$ cat src/rtl/lap_timer_pkg.sv
`default_nettype none
// ============================================================================
// Module      : lap_timer_pkg
// Description : Shared types and constants for the lap timer: FSM state
//               encoding, BCD digit type and the decimal digit modulus.
//               Configuration macro LAP_TIMER_LAP_EN (used by lap_timer)
//               enables the LAPPED state and the lap capture register.
// Revision    : 1.0 - initial release
// ============================================================================
package lap_timer_pkg;

  localparam int DEC_MOD = 10;

  typedef logic [3:0] bcd_t;

  typedef enum logic [1:0] {
    ST_STOPPED = 2'b00,
    ST_RUNNING = 2'b01,
    ST_LAPPED  = 2'b10
  } lap_state_e;

endpackage : lap_timer_pkg
`default_nettype wire

$ cat src/rtl/lap_timer_bcd_digit.sv
`default_nettype none
// ============================================================================
// Module      : bcd_digit
// Description : One cascadable up/down counter digit with modulus MOD.
// Ports       : clk    - clock
//               reset  - synchronous active-high reset
//               clr    - synchronous clear to 0
//               step   - advance by one in the direction given by down
//               down   - 0 = increment, 1 = decrement
//               value  - current digit value (0..MOD-1)
//               carry  - combinational: step and digit at its terminal value
//                        (MOD-1 counting up, 0 counting down)
// Revision    : 1.0 - initial release
// ============================================================================
module bcd_digit
  import lap_timer_pkg::*;
#(
  parameter int MOD = DEC_MOD
) (
  input  logic clk,
  input  logic reset,
  input  logic clr,
  input  logic step,
  input  logic down,
  output bcd_t value,
  output logic carry
);

  localparam bcd_t MAX_VAL = bcd_t'(MOD - 1);

  bcd_t value_q, value_d;
  logic at_term;

  always_comb begin
    at_term = down ? (value_q == '0) : (value_q == MAX_VAL);
    value_d = value_q;
    if (step) begin
      if (at_term) begin
        value_d = down ? MAX_VAL : '0;
      end else begin
        value_d = down ? (value_q - 4'd1) : (value_q + 4'd1);
      end
    end
  end

  always_ff @(posedge clk) begin
    if (reset || clr) begin
      value_q <= '0;
    end else begin
      value_q <= value_d;
    end
  end

  assign value = value_q;
  assign carry = step & at_term;

endmodule : bcd_digit
`default_nettype wire

$ cat src/rtl/lap_timer.sv
`default_nettype none
// ============================================================================
// Module      : lap_timer
// Description : Cascaded BCD up/down stopwatch with prescaler, rollover
//               pulse and optional lap-hold display.
//               Macro LAP_TIMER_LAP_EN compiles in the LAPPED state and the
//               lap capture register; without it lap is ignored and the
//               display is always live.
// Ports       : clk     - sole clock
//               reset   - synchronous active-high reset
//               go      - count enable (level)
//               clr     - synchronous clear of count and prescaler
//               down    - count direction, sampled on tick cycles
//               lap     - single-cycle lap toggle pulse
//               digits  - displayed BCD value, digit 0 in [3:0]
//               wrap    - one-cycle pulse after full-chain roll/underflow
//               running - high in RUNNING or LAPPED
// Revision    : 1.0 - initial release
// ============================================================================
module lap_timer
  import lap_timer_pkg::*;
#(
  parameter int NUM_DIGITS = 4,
  parameter int TICK_DIV   = 1000000,
  parameter int TOP_MOD    = 6
) (
  input  logic                    clk,
  input  logic                    reset,
  input  logic                    go,
  input  logic                    clr,
  input  logic                    down,
  input  logic                    lap,
  output logic [4*NUM_DIGITS-1:0] digits,
  output logic                    wrap,
  output logic                    running
);

  localparam int            PW        = $clog2(TICK_DIV);
  localparam logic [PW-1:0] PRESC_MAX = PW'(TICK_DIV - 1);

  lap_state_e              state_q;
  logic                    running_q;
  logic                    wrap_q;
  logic [PW-1:0]           presc_q, presc_d;
  logic                    tick;
  // step_chain[0] is the prescaler tick; step_chain[k+1] is digit k's carry,
  // so step_chain[NUM_DIGITS] marks a full-chain rollover/underflow.
  logic [NUM_DIGITS:0]     step_chain;
  logic [4*NUM_DIGITS-1:0] live;

  // --------------------------------------------------------------------------
  // Prescaler: advances whenever go is high (including the cycle that
  // starts the FSM), so a resume from STOPPED keeps the tick phase.
  // --------------------------------------------------------------------------
  always_comb begin
    tick    = go && (presc_q == PRESC_MAX) && !clr;
    presc_d = presc_q;
    if (clr) begin
      presc_d = '0;
    end else if (go) begin
      presc_d = (presc_q == PRESC_MAX) ? '0 : presc_q + PW'(1);
    end
  end

  always_ff @(posedge clk) begin
    if (reset) begin
      presc_q <= '0;
    end else begin
      presc_q <= presc_d;
    end
  end

  // --------------------------------------------------------------------------
  // Digit chain
  // --------------------------------------------------------------------------
  assign step_chain[0] = tick;

  generate
    for (genvar k = 0; k < NUM_DIGITS; k++) begin : g_digit
      localparam int DIG_MOD = (k == NUM_DIGITS - 1) ? TOP_MOD : DEC_MOD;
      bcd_digit #(
        .MOD (DIG_MOD)
      ) u_digit (
        .clk   (clk),
        .reset (reset),
        .clr   (clr),
        .step  (step_chain[k]),
        .down  (down),
        .value (live[4*k +: 4]),
        .carry (step_chain[k+1])
      );
    end
  endgenerate

  always_ff @(posedge clk) begin
    if (reset || clr) begin
      wrap_q <= 1'b0;
    end else begin
      wrap_q <= step_chain[NUM_DIGITS];
    end
  end

  // --------------------------------------------------------------------------
  // Control FSM with registered running flag
  // --------------------------------------------------------------------------
  always_ff @(posedge clk) begin
    if (reset) begin
      state_q   <= ST_STOPPED;
      running_q <= 1'b0;
    end else begin
      unique case (state_q)
        ST_STOPPED: begin
          if (go) begin
            state_q   <= ST_RUNNING;
            running_q <= 1'b1;
          end
        end
        ST_RUNNING: begin
          if (!go) begin
            state_q   <= ST_STOPPED;
            running_q <= 1'b0;
          end
`ifdef LAP_TIMER_LAP_EN
          else if (lap) begin
            state_q <= ST_LAPPED;
          end
`endif
        end
`ifdef LAP_TIMER_LAP_EN
        ST_LAPPED: begin
          if (!go) begin
            state_q   <= ST_STOPPED;
            running_q <= 1'b0;
          end else if (lap) begin
            state_q <= ST_RUNNING;
          end
        end
`endif
        default: begin
          state_q   <= ST_STOPPED;
          running_q <= 1'b0;
        end
      endcase
    end
  end

  // --------------------------------------------------------------------------
  // Display path
  // --------------------------------------------------------------------------
`ifdef LAP_TIMER_LAP_EN
  logic [4*NUM_DIGITS-1:0] cap_q;

  // Capture the pre-tick live value in the cycle the RUNNING->LAPPED
  // transition is taken.
  always_ff @(posedge clk) begin
    if (reset || clr) begin
      cap_q <= '0;
    end else if ((state_q == ST_RUNNING) && go && lap) begin
      cap_q <= live;
    end
  end

  assign digits = (state_q == ST_LAPPED) ? cap_q : live;
`else
  logic lap_unused;
  assign lap_unused = lap;
  assign digits     = live;
`endif

  assign wrap    = wrap_q;
  assign running = running_q;

endmodule : lap_timer
`default_nettype wire
$ cat config.mk
export PLATFORM = sky130hd
export DESIGN_NAME = lap_timer
export DESIGN_NICKNAME = d
export VERILOG_FILES = /design/src/rtl/lap_timer_pkg.sv /design/src/rtl/lap_timer_bcd_digit.sv /design/src/rtl/lap_timer.sv
export SDC_FILE = /design/constraint.sdc
export NUM_CORES = 1
export LEC_CHECK = 0
export ABC_AREA = 1
export BUFFER_PORTS_ARGS = -buffer_cell sky130_fd_sc_hd__buf_4
export CORE_ASPECT_RATIO = 0.5
export CORE_UTILIZATION = 59
export DETAILED_ROUTE_END_ITERATION = 6
export PLACE_DENSITY_LB_ADDON = 0.05
export SLEW_MARGIN = 25
export SYNTH_ARGS = -nofsm -noshare
export SYNTH_HDL_FRONTEND = slang
export SYNTH_SLANG_ARGS = --single-unit
$ cat constraint.sdc
create_clock -name clk -period 2.1 [get_ports clk]
set_input_delay 0.105 -clock clk [delete_from_list [all_inputs] [get_ports clk]]
set_output_delay 0.105 -clock clk [all_outputs]
set_load 0.02 [all_outputs]
==> results.md, run 1 <==
- Outcome: finished, final reports clean
- Drt pass-1 iters: 4
- Period Utilization, post-route: 78.91%
- Total power: 1.352 mW
- WL per Instance: 11.72 um
- Die area: 4377 um^2
- Setup crit end: g_digit[3].u_digit.value[3]
- Largest net degree at the start of global routing: 17
- Nets: 377
- P&R area growth vs syn: 13.19%
- Worst Path Class, Setup: flop to flop
- Number of distinct library cells after synthesis: 36
- PD cells: 493.8 nW/um^2
- Hpwl dp: 3648 um
- First DRT Iteration DRCs: 54
- Worst R2R Start: presc_q[0]
- Total number of vias: 2,110
- Starting Density: 61.67%
- Static Leak: 1.192 nW
- Max Fclk: 603.4 MHz
- Wire length on met1: 2387 um
- Most common library cell in the layout ignoring fill and taps: nand2_1
- Chip height: 47.29 um
- Post-CTS sizing: 0
- Setup_tns: 0 ps
- CP Capture Type: flop
- Cts bufs inserted: 5
- Syn avg cell area: 7.333 um^2
- Post-CTS setup buffer count: 0
- Net Count, Synth: 349
- Final clock skew: 3.625 ps
- Number of global-route vias before repair: 1,775
- Worst Tran Pin Value: 432.4 ps
- Std-Cell Rows: 16
- CTS tree: done
- H-tree depth: 2
- Fin crit period: 1657 ps
- CTS clk-pin slew, worst paths: 70 ps
- Worst Path Max Fanout: 7
- Critical path required time: 2340 ps
- Hold path cells: 3
- DRC errors left: 0
- Post-DRT Antenna Nets: 0
- Fin. max-slew vios: 0
- Port buffer count: 22
- Crit start category: flop
- WL met2: 2259 um
- Worst Hold Class: input pin to flop
- Final hold violations: 0
- Post-route insts no fill: 413
- RSZ-0062 raised after global routing: no
- Worst skew pair latency: 300 ps
- Drt total wl: 4840 um
- Gp weighted congestion: 0.9385
- Vias per cell: 5.109
- Placed cells: 404
- First-pass GRT wire length: 7728 um
- R2R Setup Slk: 440 ps
- Antenna Cells: 0
- Filler cells: 341
- Die W: 92.57 um
- Commonest non-fill, non-tap cells in the layout: 51 x nand2_1, 48 x nor2_1, 42 x inv_1
- Worst slew margin: 70.87%
- R2r endpoint: g_digit[3].u_digit.value[3]
- Crit path DAT: 1890 ps
- GR Util All Layers: 23.51%
- Share of layout cells above drive strength 1: 20.06%
- Post-synthesis sequential area ratio: 31.44%
- Peak VDD IR: 0.0003870 V
- FF+latch count, synth: 38
- Final Setup Violations: 0
- Worst reg-to-reg path cell count: 11
- Root Driver: clkbuf_8
- Critical path origin: presc_q[0]
- # clock sinks: 38
- CORE AREA: 3924 um^2
- I/O pins: 24
- Routed wl met3: 139 um
- Antenna violations before repair: 0
- Yosys synthesis warning count: 0
- Synthesized netlist cell count: 330
- DR top layer: met4
- Total congestion overflow: 0
- Max-Cap Viols: 0
- Synthesized cell area: 2420 um^2
- Max clock buf depth: 2
power by group:
| part | internal (mW) | total [mW] | switching (mW) |
|---|---|---|---|
| clock network | 0.265 | 0.530 | 0.265 |
| logic | 0.0331 | 0.0978 | 0.0647 |
| registers | 0.723 | 0.724 | 0.00166 |
| total | 1.02 | 1.35 | 0.332 |
final cells by class:
type | count | area, um^2 | area share (%)
clock buffers | 7 | 86.33 | 3.152
repair buffers | 24 | 182.7 | 6.670
well taps | 54 | 67.56 | 2.467
inverters | 52 | 200.2 | 7.309
flip-flops and latches | 38 | 760.7 | 27.78
multi-input cells | 237 | 1436 | 52.44
clock inverters | 1 | 5.005 | 0.1827
cell families (layout without fill, tap and decap cells):
logic type,count (synthesis),in the layout,share of synthesized area (%)
XOR/XNOR,12,12,4.343
AO/OA/AOI/OAI,46,46,10.34
flip-flops,38,38,31.44
buffers and inverters,55,84,9.204
AND/OR/NAND/NOR,166,166,36.71
adder cells (fa/ha/maj),13,13,7.963
timing repair:
action / in CTS / in global routing
endpoints found under the setup margin: 0 / 0
hold endpoints to repair: 1 / 0
hold buffers: 1 / 0
flip-flops by register name, summed over array words and instances (netlist names):
name	cells
running	1
presc_q	20
g_digit.u_digit.value	16
wrap	1
stage by stage:
step / hold slack [ps] / setup slack (ps) / utilization, % / area [um^2]
after global placement: 272.5 / 477.1 / 67.22 / 2638
after floorplan: 177.4 / 546.6 / - / 2420
after detailed placement: 276.0 / 457.0 / 67.22 / 2638
after CTS: 142.2 / 438.7 / 69.80 / 2739
after global routing: 150.1 / 285.5 / 69.80 / 2739
final: 144.8 / 442.8 / 69.80 / 2739
critical path, stage by stage, from the launching register on:
cell     delay (ps)
dfxtp_1         370
ha_1            180
nand2_1          90
inv_2           100
nand2_4          70
nor2_8          140
inv_4            50
nor2_8          120
nand4_4         150
nor2_4          170
nor2_1           50
nor2_1          100
routing by layer:
metal | up-vias | GRT usage (%)
li1 | 1116 | -
met1 | 959 | 29.06
met2 | 27 | 41.19
met3 | 8 | 5.825
met4 | 0 | 9.688
met5 | - | 0
Yosys cell counts:
master    count  area [um^2]
a21oi_1      18        90.09
o21ai_1       1        5.000
nand2_4       2        22.52
buf_4         1        7.510
o21bai_1      1        7.510
inv_4         2        12.51
dfxtp_1      38        760.7
nand3_2       2        20.02
nand4_1       4        25.02
a31oi_1       3        18.77
nand2_1      51        191.4
nor2_2        4        25.02
nor4_1        2        12.51
fa_1          4        80.08
inv_2         8        30.03
clkbuf_1      1        3.750
nand4_4       2        42.54
o21ai_0      19        95.09
nand3_4       1        17.52
inv_1        42        157.7
xor2_1        7        61.31
buf_6         1        11.26
nor2_8        2        40.04
nand3_1      22        110.1
ha_1          9        112.6
nor2_1       48        180.2
o21a_1        1        7.510
xnor2_1       5        43.79
a31o_2        1        8.760
nor2_4        9        101.4
o211a_1       1        10.01
a21o_1        1        7.510
nor3_1        8        40.04
nand2_2       7        43.79
or2_2         1        6.260
nor3_2        1        10.01
worst min-delay path by stage:
| stage | startpoint | endpoint | slack (ps) |
|---|---|---|---|
| after global routing | go | presc_q[1] | 150 |
| final | go | presc_q[1] | 140 |
| after CTS | go | presc_q[1] | 140 |
| after detailed placement | reset | running | 280 |
| after floorplan | reset | running | 180 |
| after global placement | reset | running | 270 |
No activity file was read; power rests on OpenSTA's default activity.
==> run 2, diff against run 1 <==
ABC_AREA = 0   (was 1)
CORE_UTILIZATION = 53   (was 59)
clock period = 1.4 ns   (was 2.1 ns; I/O delays follow)
==> results.md, run 2 <==
- Critical path required time: 1630 ps (-710 ps)
- Total power: 2.191 mW (+62%)
- Worst skew pair latency: 300 ps (about the same)
- Worst path cell trace: or3b_4 > a2111o_1 > buf_6 > nor4_4 > nand4_1 > a21oi_1
- Dpl ws: -602.5 ps (-1060 ps)
- Yosys synthesis warning count: 0 (unchanged)
- PnR worst setup slack: -637.8 ps (-1081 ps)
- H-tree depth: 2 (unchanged)
- Nets: 390 (+3.4%)
- Chip height: 48.08 um (+1.7%)
- Worst slew margin: 64.18% (-6.7 points)
- Post-synth top cells: 38 x dfxtp_1, 32 x nor2_1, 19 x nand3_1
- First-pass GRT wire length: 12,350 um (+60%)
- Top delay family on crit path: simple AND/OR/NAND/NOR gates
- Worst Path Class, Setup: flop to flop
- Top_reg_cell synth: dfxtp_1
- Final Setup Violations: 36 (+36)
- Max-Cap Viols: 0 (unchanged)
- GR Util All Layers: 37.59% (+14 points)
- Crit path DAT: 2270 ps (+380 ps)
- Std-Cell Rows: 16 (unchanged)
- Post-synthesis sequential area ratio: 33.80% (+2.4 points)
- Top-area cell type share of the netlist area: 33.80% (+2.4 points)
- Cts bufs inserted: 5 (unchanged)
- Outcome: finished, violations left
- P_int: 1.606 mW (+57%)
- Comb power frac: 12.5% (+5.3 points)
- Port buffer count: 22 (unchanged)
- Syn avg cell area: 8.591 um^2 (+17%)
- WL per Instance: 21.48 um (+83%)
- Die W: 94.16 um (+1.7%)
- # clock sinks: 38 (unchanged)
- CTS tree: done
- Most common library cell in the layout ignoring fill and taps: buf_4
- CTS clk-pin slew, worst paths: 80 ps (about the same)
- CP max stage cell: a2111o_1
- Violated checks: negative setup slack
- Total number of vias: 2,751 (+30%)
- Synthesized netlist cell count: 262 (-21%)
- Fin util: 91.17% (+21 points)
- Antenna Cells: 0 (unchanged)
- Period Utilization, post-route: 145.6% (+67 points)
- Max clock buf depth: 2 (unchanged)
- Synth area leaders: dfxtp_1 34%, xor2_1 6.2%, nor2_1 5.3%, ha_1 5.0%, nand3_1 4.2%
- Vias per cell: 6.458 (+26%)
- Mux contribution to synthesized area: 1.334% (+1.3 points)
- Root Driver: clkbuf_8
- Starting Density: 56.50% (-5.2 points)
- Final clock skew: 3.966 ps (+0.3419 ps)
- Buffers & Inverters on Critical Path: 1 (-1)
- CP peak stage delay: 540 ps (+170 ps)
- Post-DRT Antenna Nets: 0 (unchanged)
- P&R area growth vs syn: 61.37%
- Number of distinct library cells after synthesis: 47 (+31%)
- Switching Share: 26.70% (+2.2 points)
- I/O pins: 24 (unchanged)
- Post-synthesis xor/xnor area fraction: 9.728% (+5.4 points)
- Commonest non-fill, non-tap cells in the layout: 95 x buf_4, 29 x dfxtp_1, 16 x xor2_1
- Synthesized cell area: 2251 um^2 (-7.0%)
- Worst Tran Pin Value: 531.7 ps (+99.26 ps)
- Fin crit period: 2038 ps (+380.7 ps)
- Die area: 4527 um^2 (+3.4%)
- Clk pwr share: 38.2% (-1.0 points)
- Total congestion overflow: 0 (unchanged)
- Worst Path Max Fanout: 3 (-4)
- Largest net degree at the start of global routing: 21 (+4)
- Compound-Gate Fraction of Synth Area: 14.90% (+4.6 points)
- Drt pass-1 iters: 5 (+1)
- First DRT Iteration DRCs: 271 (+400%)
- Worst Hold Class: input pin to flop
- Drt total wl: 9152 um (+89%)
- Antenna violations before repair: 0 (unchanged)
- Adder-Cell Fraction of Synth Area: 8.560% (+0.60 points)
- PD cells: 603.3 nW/um^2 (+22%)
- Seq pwr share: 49.3% (-4.2 points)
- Hpwl dp: 4523 um (+24%)
- Largest family of logic cells by synthesized area: simple AND/OR/NAND/NOR gates
- Static Leak: 1.512 nW (+27%)
- DRC errors left: 0 (unchanged)
- CP Capture Type: flop
- Crit start category: flop
- CORE AREA: 3984 um^2 (+1.5%)
- FF+latch count, synth: 38 (unchanged)
- Most instantiated library cell after synthesis: dfxtp_1
- Post-synth EDFFs: 0 (unchanged)
- RSZ-0062 raised after global routing: yes
- Asr flop ratio synth: 0% (unchanged)
- Number of global-route vias before repair: 2,614 (+47%)
- P_sw: 585.2 uW (+76%)
- Largest register FFs: 20 (unchanged)
- Max Fclk: 490.7 MHz (-19%)
- Final hold violations: 0 (unchanged)
- Most flops, register: presc_q
- Share of layout cells above drive strength 1: 46.24% (+26 points)
- Fin. max-slew vios: 0 (unchanged)
- Net Count, Synth: 281 (-19%)
- Post-synth top area cell: dfxtp_1
- Filler cells: 149 (-56%)
- Peak VDD IR: 0.0005774 V (+49%)
- Gp weighted congestion: 0.8353 (-11%)
- Simple-Gate Fraction of Synth Area: 28.35% (-8.4 points)
## run 2: cell types whose count changed after synthesis, sizes merged, moves of 5 or more
cell	change
nand2	-46
nor2	-31
and3	+10
and4	+5
o21ai	-11
nand3	-6
a211o	+5
clkbuf	+5
inv	-38
xor2	+9
## run 2: kinds of logic (layout without fill, tap and decap cells)
kind of cell,Yosys count,in the layout
AO/OA/AOI/OAI,49,49
XOR/XNOR,25,25
adder cells (fa/ha/maj),13,13
buffers and inverters,20,130
flip-flops,38,38
multiplexers,3,3
AND/OR/NAND/NOR,114,114
## run 2: through the flow
step	setup TNS [ps]	instance area, um^2	hold slack, ps	std cells
after floorplan	-6783	2376	141.6	262
after global placement	-9662	3113	244.3	402
after detailed placement	-10880	3113	249.3	402
after CTS	-12820	3500	143.5	425
after global routing	-18220	3632	165.8	426
final	-16720	3632	154.3	426
## run 2: power by group through the flow
stage | logic, mW | registers (mW) | clock network (mW)
2_1_floorplan | 0.0920 | 1.11 | 0
3_3_place_gp | 0.171 | 1.11 | 0
3_5_place_dp | 0.177 | 1.11 | 0
4_1_cts | 0.239 | 1.08 | 0.814
6_report | 0.274 | 1.08 | 0.837
5_1_grt | 0.285 | 1.08 | 0.854
## run 2: final cells by class
cell class | count | area [um^2] | area share (%)
clock inverters | 1 | 5.005 | 0.1378
repair buffers | 108 | 924.6 | 25.46
clock buffers | 7 | 86.33 | 2.377
flip-flops and latches | 38 | 779.5 | 21.46
multi-input cells | 204 | 1717 | 47.26
well taps | 54 | 67.56 | 1.860
inverters | 14 | 52.55 | 1.447
## run 2: final timing paths
path | startpoint | end | slack, ps | depth (start not counted)
max reg2reg | g_digit[0].u_digit.value[3] | g_digit[3].u_digit.value[3] | -640 | 6
min | go | running | 150 | 3
min reg2reg | g_digit[3].u_digit.value[0] | g_digit[3].u_digit.value[0] | 550 | 2
max | g_digit[0].u_digit.value[3] | g_digit[3].u_digit.value[3] | -640 | 6
## run 2: layer usage
metal  share of wire [%]  vias to the layer above  track usage (%)  wire, um
li1                    -                     1152                -         -
met1                  37                     1290            41.55      3413
met2                  47                      225            69.57      4327
met3                 8.5                       84            10.00       779
met4                 6.9                        0            21.54       631
met5                   0                        -                0         0
## run 2: timing repair
| action | in CTS | in global routing |
|---|---|---|
| endpoints found under the hold margin | 1 | 0 |
| hold buffers | 1 | 0 |
| endpoints found under the setup margin | 36 | 36 |
| resized for setup | 27 | 37 |
| setup buffers | 11 | 3 |
| gates cloned | 3 | 0 |
| pin swaps | 24 | 29 |
## run 2: tightest hold or removal path, delay by kind of cell
| family | cells | cell delay, ps |
|---|---|---|
| buf+inv | 2 | 230 |
| simple gates | 1 | 120 |
